$ cat src/rtl/cpld_tap_shifter_pkg.sv
// Shared types for the tap shifter: operating modes, fill-tracker states
// and a constant-foldable clog2.
package cpld_pkg;

    typedef enum logic [1:0] {
        MODE_HOLD   = 2'b00,
        MODE_SHIFT  = 2'b01,
        MODE_ROTATE = 2'b10,
        MODE_CLEAR  = 2'b11
    } mode_e;

    typedef enum logic [1:0] {
        EMPTY,
        FILLING,
        FULL
    } fill_state_e;

    function automatic int unsigned clog2(input int unsigned value);
        int unsigned r;
        int unsigned v;
        r = 0;
        v = 1;
        while (v < value) begin
            v = v << 1;
            r = r + 1;
        end
        return r;
    endfunction

endpackage

$ cat src/rtl/cpld_tap_shifter_if.sv
// Data/control bundle of the tap shifter; master drives mode/data/select,
// slave (the shifter) returns the tap, tail and fill status.
interface cpld_tap_shifter_if
    import cpld_pkg::*;
#(
    parameter int unsigned WIDTH = 5,
    parameter int unsigned DEPTH = 8
);
    localparam int unsigned SEL_W = (clog2(DEPTH) > 1) ? clog2(DEPTH) : 1;
    localparam int unsigned CNT_W = clog2(DEPTH + 1);

    logic [1:0]       mode;
    logic [WIDTH-1:0] left_in;
    logic [DEPTH-1:0] sel;
    logic [SEL_W-1:0] sel_out;
    logic             sel_valid;
    logic [DEPTH-1:0] sel_decoded;
    logic [WIDTH-1:0] tap_out;
    logic [WIDTH-1:0] right_out;
    logic [CNT_W-1:0] fill_count;
    logic             full;

    modport master (
        output mode, left_in, sel,
        input  sel_out, sel_valid, sel_decoded, tap_out, right_out, fill_count, full
    );

    modport slave (
        input  mode, left_in, sel,
        output sel_out, sel_valid, sel_decoded, tap_out, right_out, fill_count, full
    );

endinterface

$ cat src/rtl/cpld_tap_shifter_prio_enc.sv
// Combinational lowest-index-wins priority encoder for the tap request vector.
module cpld_prio_enc #(
    parameter int unsigned DEPTH = 8,
    parameter int unsigned SEL_W = 3
) (
    input  logic [DEPTH-1:0] req_i,
    output logic [SEL_W-1:0] idx_o,
    output logic             valid_o
);

    logic found;

    always_comb begin
        idx_o = '0;
        found = 1'b0;
        for (int unsigned i = 0; i < DEPTH; i++) begin
            if (req_i[i] && !found) begin
                idx_o = SEL_W'(i);
                found = 1'b1;
            end
        end
        valid_o = found;
    end

endmodule

$ cat src/rtl/cpld_tap_shifter.sv
// DEPTH x WIDTH shift chain with hold/shift/rotate/clear, a registered
// priority-encoded tap select and a saturating fill tracker.
module cpld_tap_shifter
    import cpld_pkg::*;
#(
    parameter int unsigned WIDTH = 5,
    parameter int unsigned DEPTH = 8
) (
    input  logic                clk,
    input  logic                rst,
    cpld_tap_shifter_if.slave   bus
);

    localparam int unsigned SEL_W = (clog2(DEPTH) > 1) ? clog2(DEPTH) : 1;
    localparam int unsigned CNT_W = clog2(DEPTH + 1);

    logic [WIDTH-1:0] stage_q [DEPTH];
    logic [WIDTH-1:0] stage_d [DEPTH];
    fill_state_e      state_q;
    logic [CNT_W-1:0] count_q;
    logic [SEL_W-1:0] sel_out_q;
    logic             sel_valid_q;
    logic [DEPTH-1:0] sel_dec_q;
    logic [DEPTH-1:0] sel_dec_d;
    logic [SEL_W-1:0] enc_idx;
    logic             enc_valid;
    mode_e            mode;

    assign mode = mode_e'(bus.mode);

    cpld_prio_enc #(
        .DEPTH (DEPTH),
        .SEL_W (SEL_W)
    ) u_prio_enc (
        .req_i   (bus.sel),
        .idx_o   (enc_idx),
        .valid_o (enc_valid)
    );

    assign sel_dec_d = enc_valid ? ({{(DEPTH-1){1'b0}}, 1'b1} << enc_idx) : '0;

    always_comb begin
        stage_d = stage_q;
        case (mode)
            MODE_SHIFT: begin
                stage_d[0] = bus.left_in;
                for (int unsigned i = 1; i < DEPTH; i++) stage_d[i] = stage_q[i-1];
            end
            MODE_ROTATE: begin
                stage_d[0] = stage_q[DEPTH-1];
                for (int unsigned i = 1; i < DEPTH; i++) stage_d[i] = stage_q[i-1];
            end
            MODE_CLEAR: begin
                for (int unsigned i = 0; i < DEPTH; i++) stage_d[i] = '0;
            end
            default: ;
        endcase
    end

    always_ff @(posedge clk) begin
        if (!rst) begin
            for (int unsigned i = 0; i < DEPTH; i++) stage_q[i] <= '0;
            state_q     <= EMPTY;
            count_q     <= '0;
            sel_out_q   <= '0;
            sel_valid_q <= 1'b0;
            sel_dec_q   <= '0;
        end else begin
            stage_q     <= stage_d;
            sel_out_q   <= enc_idx;
            sel_valid_q <= enc_valid;
            sel_dec_q   <= sel_dec_d;
            // Count saturates in FULL; hold and rotate leave the tracker alone.
            case (mode)
                MODE_SHIFT: begin
                    case (state_q)
                        EMPTY: begin
                            count_q <= CNT_W'(1);
                            state_q <= FILLING;
                        end
                        FILLING: begin
                            count_q <= count_q + CNT_W'(1);
                            if (count_q == CNT_W'(DEPTH - 1)) state_q <= FULL;
                        end
                        default: ;
                    endcase
                end
                MODE_CLEAR: begin
                    count_q <= '0;
                    state_q <= EMPTY;
                end
                default: ;
            endcase
        end
    end

    assign bus.sel_out     = sel_out_q;
    assign bus.sel_valid   = sel_valid_q;
    assign bus.sel_decoded = sel_dec_q;
    assign bus.tap_out     = sel_valid_q ? stage_q[sel_out_q] : '0;
    assign bus.right_out   = stage_q[DEPTH-1];
    assign bus.fill_count  = count_q;
    assign bus.full        = (state_q == FULL);

endmodule
$ cat src/flat_wrapper.sv
// flat-port wrapper written by rule: the top's interface ports become plain ports
module cpld_tap_shifter_flat import cpld_pkg::*;
#(
    parameter int unsigned WIDTH = 5,
    parameter int unsigned DEPTH = 8
)
  (clk, rst, bus_mode, bus_left_in, bus_sel, bus_sel_out, bus_sel_valid, bus_sel_decoded, bus_tap_out, bus_right_out, bus_fill_count, bus_full);
  cpld_tap_shifter_if #(.WIDTH(WIDTH), .DEPTH(DEPTH)) bus_i ();
  input  logic clk;
  input  logic rst;
  input wire logic [$bits(bus_i.mode)-1:0] bus_mode;
  input wire logic [$bits(bus_i.left_in)-1:0] bus_left_in;
  input wire logic [$bits(bus_i.sel)-1:0] bus_sel;
  output wire logic [$bits(bus_i.sel_out)-1:0] bus_sel_out;
  output wire logic [$bits(bus_i.sel_valid)-1:0] bus_sel_valid;
  output wire logic [$bits(bus_i.sel_decoded)-1:0] bus_sel_decoded;
  output wire logic [$bits(bus_i.tap_out)-1:0] bus_tap_out;
  output wire logic [$bits(bus_i.right_out)-1:0] bus_right_out;
  output wire logic [$bits(bus_i.fill_count)-1:0] bus_fill_count;
  output wire logic [$bits(bus_i.full)-1:0] bus_full;
  assign bus_i.mode = bus_mode;
  assign bus_i.left_in = bus_left_in;
  assign bus_i.sel = bus_sel;
  assign bus_sel_out = bus_i.sel_out;
  assign bus_sel_valid = bus_i.sel_valid;
  assign bus_sel_decoded = bus_i.sel_decoded;
  assign bus_tap_out = bus_i.tap_out;
  assign bus_right_out = bus_i.right_out;
  assign bus_fill_count = bus_i.fill_count;
  assign bus_full = bus_i.full;
  cpld_tap_shifter #(.WIDTH(WIDTH), .DEPTH(DEPTH)) u_core (.clk(clk), .rst(rst), .bus(bus_i));
endmodule
$ cat config.mk
export PLATFORM = sky130hd
export DESIGN_NAME = cpld_tap_shifter_flat
export DESIGN_NICKNAME = d
export VERILOG_FILES = /design/src/rtl/cpld_tap_shifter_pkg.sv /design/src/rtl/cpld_tap_shifter_if.sv /design/src/rtl/cpld_tap_shifter_prio_enc.sv /design/src/rtl/cpld_tap_shifter.sv /design/src/flat_wrapper.sv
export SDC_FILE = /design/constraint.sdc
export NUM_CORES = 1
export LEC_CHECK = 0
export CAP_MARGIN = 10
export CORE_UTILIZATION = 56
export DETAILED_ROUTE_END_ITERATION = 12
export PLACE_DENSITY = 0.84
export SLEW_MARGIN = 20
export SYNTH_ARGS = -nofsm -noshare
export SYNTH_HDL_FRONTEND = slang
export SYNTH_HIERARCHICAL = 1
export SYNTH_SLANG_ARGS = --single-unit
$ cat constraint.sdc
create_clock -name clk -period 2.78 [get_ports clk]
set_clock_uncertainty 0.1 [all_clocks]
set_input_delay 0.695 -clock clk [delete_from_list [all_inputs] [get_ports clk]]
set_output_delay 0.695 -clock clk [all_outputs]
set_load 0.05 [all_outputs]
Word level (Yosys, flattened, before mapping) --
Cells that the tools add are included.
Word-level totals: logic and storage cells 70, output and inout port bits 27, input port bits 17, register bits 58
Cells by class: bitwise operators 1, reduce and logical (&&, ||, !) cells 20, shift-type cells 1, add/sub/neg operators 1, equality and inequality tests 8, multiplexer cells 25, $lt $le $gt $ge 1
Operators with widths (count):
- one-hot mux 40 bit (3 select lines) | 1
- 2-to-1 mux 3 bit | 6
- one-hot mux 4 bit (2 select lines) | 2
- binary-select mux 5 bit (select 3 bit) | 1
- 2-to-1 mux 5 bit | 3
- 2-to-1 mux 1 bit | 9
- one-hot mux 2 bit (2 select lines) | 2
- << shifter 1 x 3 -> 8 bit, first input constant | 1
- logical AND 1 bit | 7
- logical NOT 1 bit | 7
- == test 2 bit, second input constant | 3
- inequality test 3 x 2 -> 1 bit, second input constant | 2
- adder 4 x 1 -> 4 bit, second input constant | 1
- == test 2 x 1 -> 1 bit, second input constant | 2
- == test 4 x 3 -> 1 bit, second input constant | 1
- greater-or-equal comparator 4 bit, second input constant | 1
- inverter 3 -> 4 bit | 1
- AND reduction 2 bit | 2
- AND reduction 3 bit | 1
- nonzero test 3 bit | 1
- logical NOT 2 bit | 1
- 2-to-1 mux 2 bit | 1
- nonzero test 2 bit | 1

Longest topological paths before layout --
Gate-level depths: netlist of run 1.
depth in word-level cells 23, gate-level depth with buffers 5, mapped depth without buffers 5

By module --
Netlist of run 1, hierarchy kept.
Modules (own cells, without submodules):
- cpld_tap_shifter | cells each 268, times used 1, seq. area each 1161.1 um^2, area an instance 2437.3 um^2
- cpld_prio_enc | cells each 14, times used 1, seq. area each 0.0 um^2, area an instance 82.6 um^2

Worst setup path after synthesis of run 1 --
Ideal clock, no wire load.
path type reg2out, start reg u_core.sel_out_q[0], in the netlist u_core/bus.sel_out[0], end out bus_tap_out[4], arrival time 1.752 ns, path slack 0.233 ns, stages on the path, launching flop included 4, path buffers 1, required time 1.985 ns, path through dfxtp_1 > buf_6 > mux4_1 > a22o_1
Between the ends: longest elaborated chain between the ends 5
Ends and longest elaborated chain:
- start, declared | line cpld_tap_shifter.sv:21 | logic [SEL_W-1:0] sel_out_q;
- start signal, assigned | line cpld_tap_shifter.sv:70 | sel_out_q <= enc_idx;
- inverter 3 -> 4 bit (not written as such) | line cpld_tap_shifter.sv:100 | assign bus.tap_out = sel_valid_q ? stage_q[sel_out_q] : '0;
- binary-select mux 5 bit (select 3 bit) | line cpld_tap_shifter.sv:100
- 2-to-1 mux 5 bit (not written as such) (2 in series) | line cpld_tap_shifter.sv:100
- 2-to-1 mux 5 bit | line cpld_tap_shifter.sv:100
- end, declared | line flat_wrapper.sv:17 | output wire logic [$bits(bus_i.tap_out)-1:0] bus_tap_out;
Every way passes these cells. The select of a mux whose other input is x is not followed.

Final worst setup path of run 1 --
start reg u_core.sel_out_q[0], in the netlist u_core/bus.sel_out[0], end out bus_tap_out[1]
The elaborated chain is that of the path after synthesis.

==> reports/results.ini, run 1 <==
[worst_setup_path]
cp_max_fo = 10
reg2reg_slack_ns = 1.40
critPathMaxStageDelay_ns = 0.56
crit_path_end_kind = primary output
path_class = flip-flop to primary output
timing.rr.end = u_core/state_q[0]
r2r_start = u_core/bus.fill_count[0]
cp-start-kind = flip-flop
r2r_cells = 4
startpoint = u_core/bus.sel_out[0]
required_ns = 1.99
path_cells = mux4_2 > a22o_1 > buf_4
worstPathArrival_ns = 1.82
crit_slowest_cell = mux4_2
endpoint = bus_tap_out[1]

[placement]
dp.cells = 366
dp_slack_ns = 0.3196
hpwl_um = 3682
io_buffer_count = 43
place.gp.congestion = 0.8338

[cts]
cts_sinks = 58
root_buffer = clkbuf_8
cts_max_path_buffers = 2
cts_tree = built
insertion_delay_ns = 0.33
cts_made_buffers = 9
htreeDepth = 3
clk_pin_slew_ns = 0.06

[pwr]
peakVddDrop_mv = 0.3465
power_density_nw_per_um2 = 537.6
finalPower_mw = 1.675
leakagePower_nw = 1.098

[logic_synthesis]
synth_top_area_share_pct = 46.08
synth_nets = 300
synth_top_area_cell = dfxtp_1
async_flop_share_pct = 0
yosys_warnings = 6
yosys-top-cells-area = dfxtp_1 46%, nand2_1 12%, a21oi_1 8.5%
synth_area_sq_um = 2520
synth_ff_type = dfxtp_1
avgSynthCellArea_sq_um = 8.936
synth_cell_types = 36
synth_cells = 282
synth_edf_count = 0
yosysSeqAreaShare_pct = 46.08
ys_ff_latch = 58

[cells_and_area]
layout-drive-gt1-share_pct = 13.64
layout.cells.non_filler = 382
nets = 343
syn_to_final_growth_pct = 23.63
diodes = 0

[sta]
hold_violations = 0
finalMaxSlewViolations = 0
rsz0062_at_grt = no
finalSetupViolCount = 0
hold_ws_ns = 0.3656
tightestPinTransition_ns = 0.5743
final.period_utilization_pct = 93.99
max_slew_margin_pct = 61.63
fmaxAchievable_mhz = 382.7
fin_ws_ns = 0.1671
min_period_ns = 2.613
tns_ns = 0

[floorplanning]
die_x_um = 69.08
coreArea_sq_um = 4354
die_y_um = 69.08
rows = 24
pin_count = 44
dieArea_sq_um = 4772
initial_utilization_pct = 57.87

[drt]
ant_nets = 0
drcViolationCount = 0
dr.first_iter.drc_count = 175
drt_wl_total_um = 5509
vias_per_cell = 5.623
avgRoutedWirePerCell_um = 14.42
firstDrtPassIters = 5
routed-via-count = 2148

[global_routing]
gr-total-overflow = 0
track_usage_pct = 24.15
grt_max_degree = 36
grt_pass1_wl_um = 9073
grt_pass1_vias = 1948
antenna_found_initial = 0

[job]
maxCapViolations = 0

[worst_hold_path]
hp-class = flip-flop to flip-flop

[run_status]
status = complete, no violations

[synthesized netlist by cell type, types with 2 or more instances]
master,count
nand2_1,83
dfxtp_1,58
a21oi_1,43
nor2_1,13
buf_2,9
buf_4,8
inv_1,6
mux4_2,6
a22o_1,5
and2_1,5
mux2_2,5
nor2b_1,5
mux4_1,4
a31oi_1,3
nand2b_1,3
o21ai_0,3
buf_6,2
nor3_1,2
o221a_2,2
[layout by cell type, fill, tap and decap left out, types with 2 or more instances in the layout]
master,count
clkbuf_8,10
mux4_2,6
clkbuf_1,4
o221a_2,2
a31oi_1,3
o21ai_0,3
nand2_1,83
nor2_1,13
dfxtp_1,56
nor2b_1,5
buf_4,12
mux2_2,5
a21oi_1,43
mux4_1,4
and2_1,5
nand2b_1,3
nor3_1,2
inv_1,6
dfxtp_2,2
clkdlybuf4s50_1,38
a22o_1,5
[worst min path at each step]
stage	from	endpoint	slack [ns]	cells past startpoint
after floorplan	u_core/stage_q[34]	u_core/stage_q[34]	0.34	2
after global placement	u_core/stage_q[16]	u_core/stage_q[11]	0.35	2
after detailed placement	u_core/stage_q[34]	u_core/stage_q[34]	0.36	2
after CTS	u_core/stage_q[34]	u_core/stage_q[34]	0.37	2
after global routing	u_core/stage_q[37]	u_core/stage_q[32]	0.38	2
final	u_core/stage_q[34]	u_core/stage_q[34]	0.37	2
[where the power goes]
part / internal [mW] / leakage [nW] / total (mW) / switching [mW]
registers: 0.844 / 0.470 / 0.858 / 0.0137
logic: 0.0691 / 0.547 / 0.168 / 0.0987
clock network: 0.347 / 0.0807 / 0.649 / 0.302
[layer usage]
layer	track usage, %	up-vias	part of all wire [%]
li1	-	1055	-
met1	28.76	1021	41
met2	40.35	63	52
met3	7.895	9	5.3
met4	9.297	0	1.3
met5	0	-	0
[registers in the layout, indices dropped and copies added (netlist names)]
signal / flops
u_core/bus.sel_out: 3
u_core/bus.sel_valid: 1
u_core/bus.sel_decoded: 8
u_core/state_q: 2
u_core/bus.fill_count: 4
u_core/bus.right_out: 5
u_core/stage_q: 35
[kinds of logic (layout without fill, tap and decap cells)]
kind of cell	count (synthesis)	after routing	share of synthesized area [%]
flip-flops	58	58	46.08
adder cells (fa/ha/maj)	1	1	0.4964
AND/OR/NAND/NOR	120	120	20.90
buffers and inverters	25	73	5.958
multiplexers	15	15	11.77
AO/OA/AOI/OAI	63	63	14.80
[through the flow]
stage	utilization, %	cell area, sq um
2_1_floorplan	-	2520
3_3_place_gp	67.70	2948
3_5_place_dp	67.70	2948
4_1_cts	71.55	3115
5_1_grt	71.55	3115
6_report	71.55	3115
[timing repair]
action | CTS | global route
endpoints found under the setup margin | 5 | 0
hold buffers | 0 | 0
gates resized for setup | 2 | 0
setup buffers | 0 | 0
[area by class of cell]
cell class | count | area (sq um)
inverters | 6 | 22.52
fillers | 335 | 1239
multi-input cells | 199 | 1209
flip-flops and latches | 58 | 1164
well taps | 52 | 65.06
clock inverters | 2 | 12.51
repair buffers | 51 | 490.5
clock buffers | 14 | 152.6
[critical path, delay by kind of cell (launching register included)]
kind            cells  cell delay [ns]
compound gates      1             0.24
buf+inv             1             0.18
flops               1             0.51
mux                 1             0.56
(Power assumes the default switching activity.)
==> inputs of run 2 (changes only) <==
--- a/config.mk
+++ b/config.mk
@@ -5,8 +5,9 @@
 export SDC_FILE = /design/constraint.sdc
 export NUM_CORES = 1
 export LEC_CHECK = 0
+export ABC_AREA = 1
 export CAP_MARGIN = 10
-export CORE_UTILIZATION = 56
+export CORE_UTILIZATION = 57
 export DETAILED_ROUTE_END_ITERATION = 12
 export PLACE_DENSITY = 0.84
 export SLEW_MARGIN = 20
==> reports/results.ini, run 2 <==
[cells_and_area]
diodes = 0  ; unchanged
syn_to_final_growth_pct = 23.99
layout_common_cells = 78 x nand2_1, 65 x inv_1, 58 x dfxtp_1
nets = 453  ; +32%
layout-drive-gt1-share_pct = 8.864  ; -4.8 points
largest_reg_flops = 35  ; unchanged
regArea_sq_um = 1161  ; -0.22%
top_register = u_core/stage_q
final_common_cell = nand2_1
multi_input_area_sq_um = 1156  ; -4.3%
post-route-util_pct = 75.73  ; +4.2 points
fillers = 346  ; +3.3%

[sta]
max_slew_margin_pct = 65.03  ; +3.4 points
tightestPinTransition_ns = 0.5230  ; -0.05135 ns
hold_violations = 0  ; unchanged
min_period_ns = 2.604  ; -0.009280 ns
rsz0062_at_grt = no
tns_ns = 0  ; unchanged
finalSetupViolCount = 0  ; unchanged
fmaxAchievable_mhz = 384.1  ; +0.36%
final.period_utilization_pct = 93.66  ; -0.33 points
finalMaxSlewViolations = 0  ; unchanged

[job]
maxCapViolations = 0  ; unchanged

[placement]
hpwl_um = 4266  ; +16%
io_buffer_count = 43  ; unchanged
place.gp.congestion = 0.7857  ; -5.8%

[logic_synthesis]
yosys_warnings = 6  ; unchanged
yosys-top-cells-area = dfxtp_1 42%, nand2_1 11%, inv_1 8.9%
ys_ff_latch = 58  ; unchanged
synth_xor_area_share_pct = 0  ; unchanged
synthSimpleGateAreaFrac_pct = 24.77  ; +3.9 points
synth_ff_type = dfxtp_1
synth_top_area_share_pct = 42.49  ; -3.6 points
synth_compound_area_share_pct = 16.99  ; +2.2 points
synth_nets = 416  ; +39%
yosysMostFrequentCell = nand2_1
yosysSeqAreaShare_pct = 42.49  ; -3.6 points
synth_edf_count = 0  ; unchanged
synth_area_sq_um = 2733  ; +8.4%
async_flop_share_pct = 0  ; unchanged
synthTopCellsByCount = 78 x nand2_1, 65 x inv_1, 58 x dfxtp_1
synth_top_family_by_area = simple AND/OR/NAND/NOR gates
synth_top_area_cell = dfxtp_1
synth_cells = 398  ; +41%
avgSynthCellArea_sq_um = 6.866  ; -23%
synthAdderAreaFrac_pct = 0.4579  ; -0.039 points
synthMuxAreaShare_pct = 0  ; -12 points
synth_cell_types = 25  ; -31%

[drt]
dr.first_iter.drc_count = 170  ; -2.9%
ant_nets = 0  ; unchanged
vias_per_cell = 5.311  ; -5.5%
avgRoutedWirePerCell_um = 12.67  ; -12%
drcViolationCount = 1  ; +1
firstDrtPassIters = 8  ; +3
routed-via-count = 2613  ; +22%
drt_wl_total_um = 6235  ; +13%

[pwr]
p_switching_mw = 0.5500  ; +33%
peakVddDrop_mv = 0.3341  ; -3.6%
p_clk_share_pct = 39.6  ; +0.8 points
leakagePower_nw = 1.451  ; +32%
netSwitchingFraction_pct = 27.55  ; +2.8 points
comb_power_share_pct = 15.8  ; +5.8 points
p_seq_share_pct = 44.7  ; -6.5 points
power.internal_mw = 1.446  ; +15%
power_density_nw_per_um2 = 589.1  ; +9.6%

[floorplanning]
coreArea_sq_um = 4474  ; +2.8%
dieArea_sq_um = 5075  ; +6.4%
rows = 24  ; unchanged
die_y_um = 71.24  ; +3.1%
initial_utilization_pct = 61.07  ; +3.2 points
die_x_um = 71.24  ; +3.1%
pin_count = 44  ; unchanged

[cts]
root_buffer = clkbuf_8
insertion_delay_ns = 0.33  ; about the same
cts_tree = built
htreeDepth = 3  ; unchanged
ctsHoldBuffers = 0  ; unchanged
cts_made_buffers = 9  ; unchanged
postCtsResizedCells = 0  ; -2
cts_setup_buffers = 0  ; unchanged
cts_sinks = 58  ; unchanged
cts_max_path_buffers = 2  ; unchanged
clk_pin_slew_ns = 0.07  ; about the same

[worst_setup_path]
crit_path_end_kind = primary output
critPathMaxStageDelay_ns = 0.90  ; +0.34 ns
cp-start-kind = flip-flop
crit_slowest_cell = clkdlybuf4s50_1
path_class = flip-flop to primary output
path_buf_inv = 1  ; unchanged
required_ns = 1.99  ; about the same
cp_max_fo = 11  ; +1
worstPathArrival_ns = 1.81  ; about the same
path_cells = clkdlybuf4s50_1
cp_top_family = buffers and inverters

[global_routing]
grt_pass1_vias = 2423  ; +24%
antenna_found_initial = 0  ; unchanged
grt_pass1_wl_um = 10330  ; +14%
grt_max_degree = 41  ; +14%
track_usage_pct = 26.25  ; +2.1 points
gr-total-overflow = 0  ; unchanged

[run_status]
violations = DRC
status = finished, violations left

[worst_hold_path]
hp-class = flip-flop to flip-flop

run 2: stage by stage:
step                      hold WS (ns)  power (mW)  std cells  area (sq um)  worst slack (ns)
after floorplan                 0.3352       1.122        398          2733            0.1345
after global placement          0.3584       1.212        476          3181            0.4500
after detailed placement        0.3625       1.219        476          3181            0.3622
after CTS                       0.3693       2.009        492          3386           0.09007
after global routing            0.3842       2.082        492          3388           0.06903
final                           0.3703       1.996        492          3388            0.1763
run 2: worst paths after layout:
path,slack (ns),endpoint,cells after the start,from
min,0.37,u_core/stage_q[10],2,u_core/stage_q[15]
max,0.18,bus_sel_out[2],1,u_core/bus.sel_out[2]
min reg2reg,0.37,u_core/stage_q[10],2,u_core/stage_q[15]
max reg2reg,1.41,u_core/state_q[0],5,u_core/state_q[1]
run 2: cells by family after synthesis:
logic type | Yosys count
adder cells (fa/ha/maj) | 1
AO/OA/AOI/OAI | 91
flip-flops | 58
AND/OR/NAND/NOR | 156
buffers and inverters | 92
run 2: per-layer routing:
layer | part of all wire [%] | up-vias | global-route usage [%] | routed length [um]
met5 | 0 | - | 0 | 0
met4 | 2.9 | 0 | 12.67 | 182
met3 | 5.5 | 16 | 9.705 | 341
met2 | 48 | 66 | 43.49 | 2997
met1 | 44 | 1196 | 29.99 | 2714
li1 | - | 1335 | - | -
run 2: power groups by stage:
| stage | clock network [mW] | logic, mW | registers [mW] |
|---|---|---|---|
| 3_5_place_dp | 0 | 0.310 | 0.909 |
| 6_report | 0.790 | 0.315 | 0.891 |
| 4_1_cts | 0.805 | 0.313 | 0.891 |
| 3_3_place_gp | 0 | 0.303 | 0.908 |
| 5_1_grt | 0.842 | 0.345 | 0.895 |
| 2_1_floorplan | 0 | 0.195 | 0.926 |
run 2: layout make-up:
cell class	instances	share of cell area (%)
clock buffer	12	4.579
clock inverter	4	1.477
inverter	68	7.533
multi-input combinational	248	34.12
sequential	58	34.27
tap	52	1.920
timing repair buffer	50	16.10
run 2: tightest hold or removal path, cell delays in order, from the launching register on:
cell and delay [ns]:
dfxtp_1 0.31, inv_1 0.07, a21oi_1 0.06
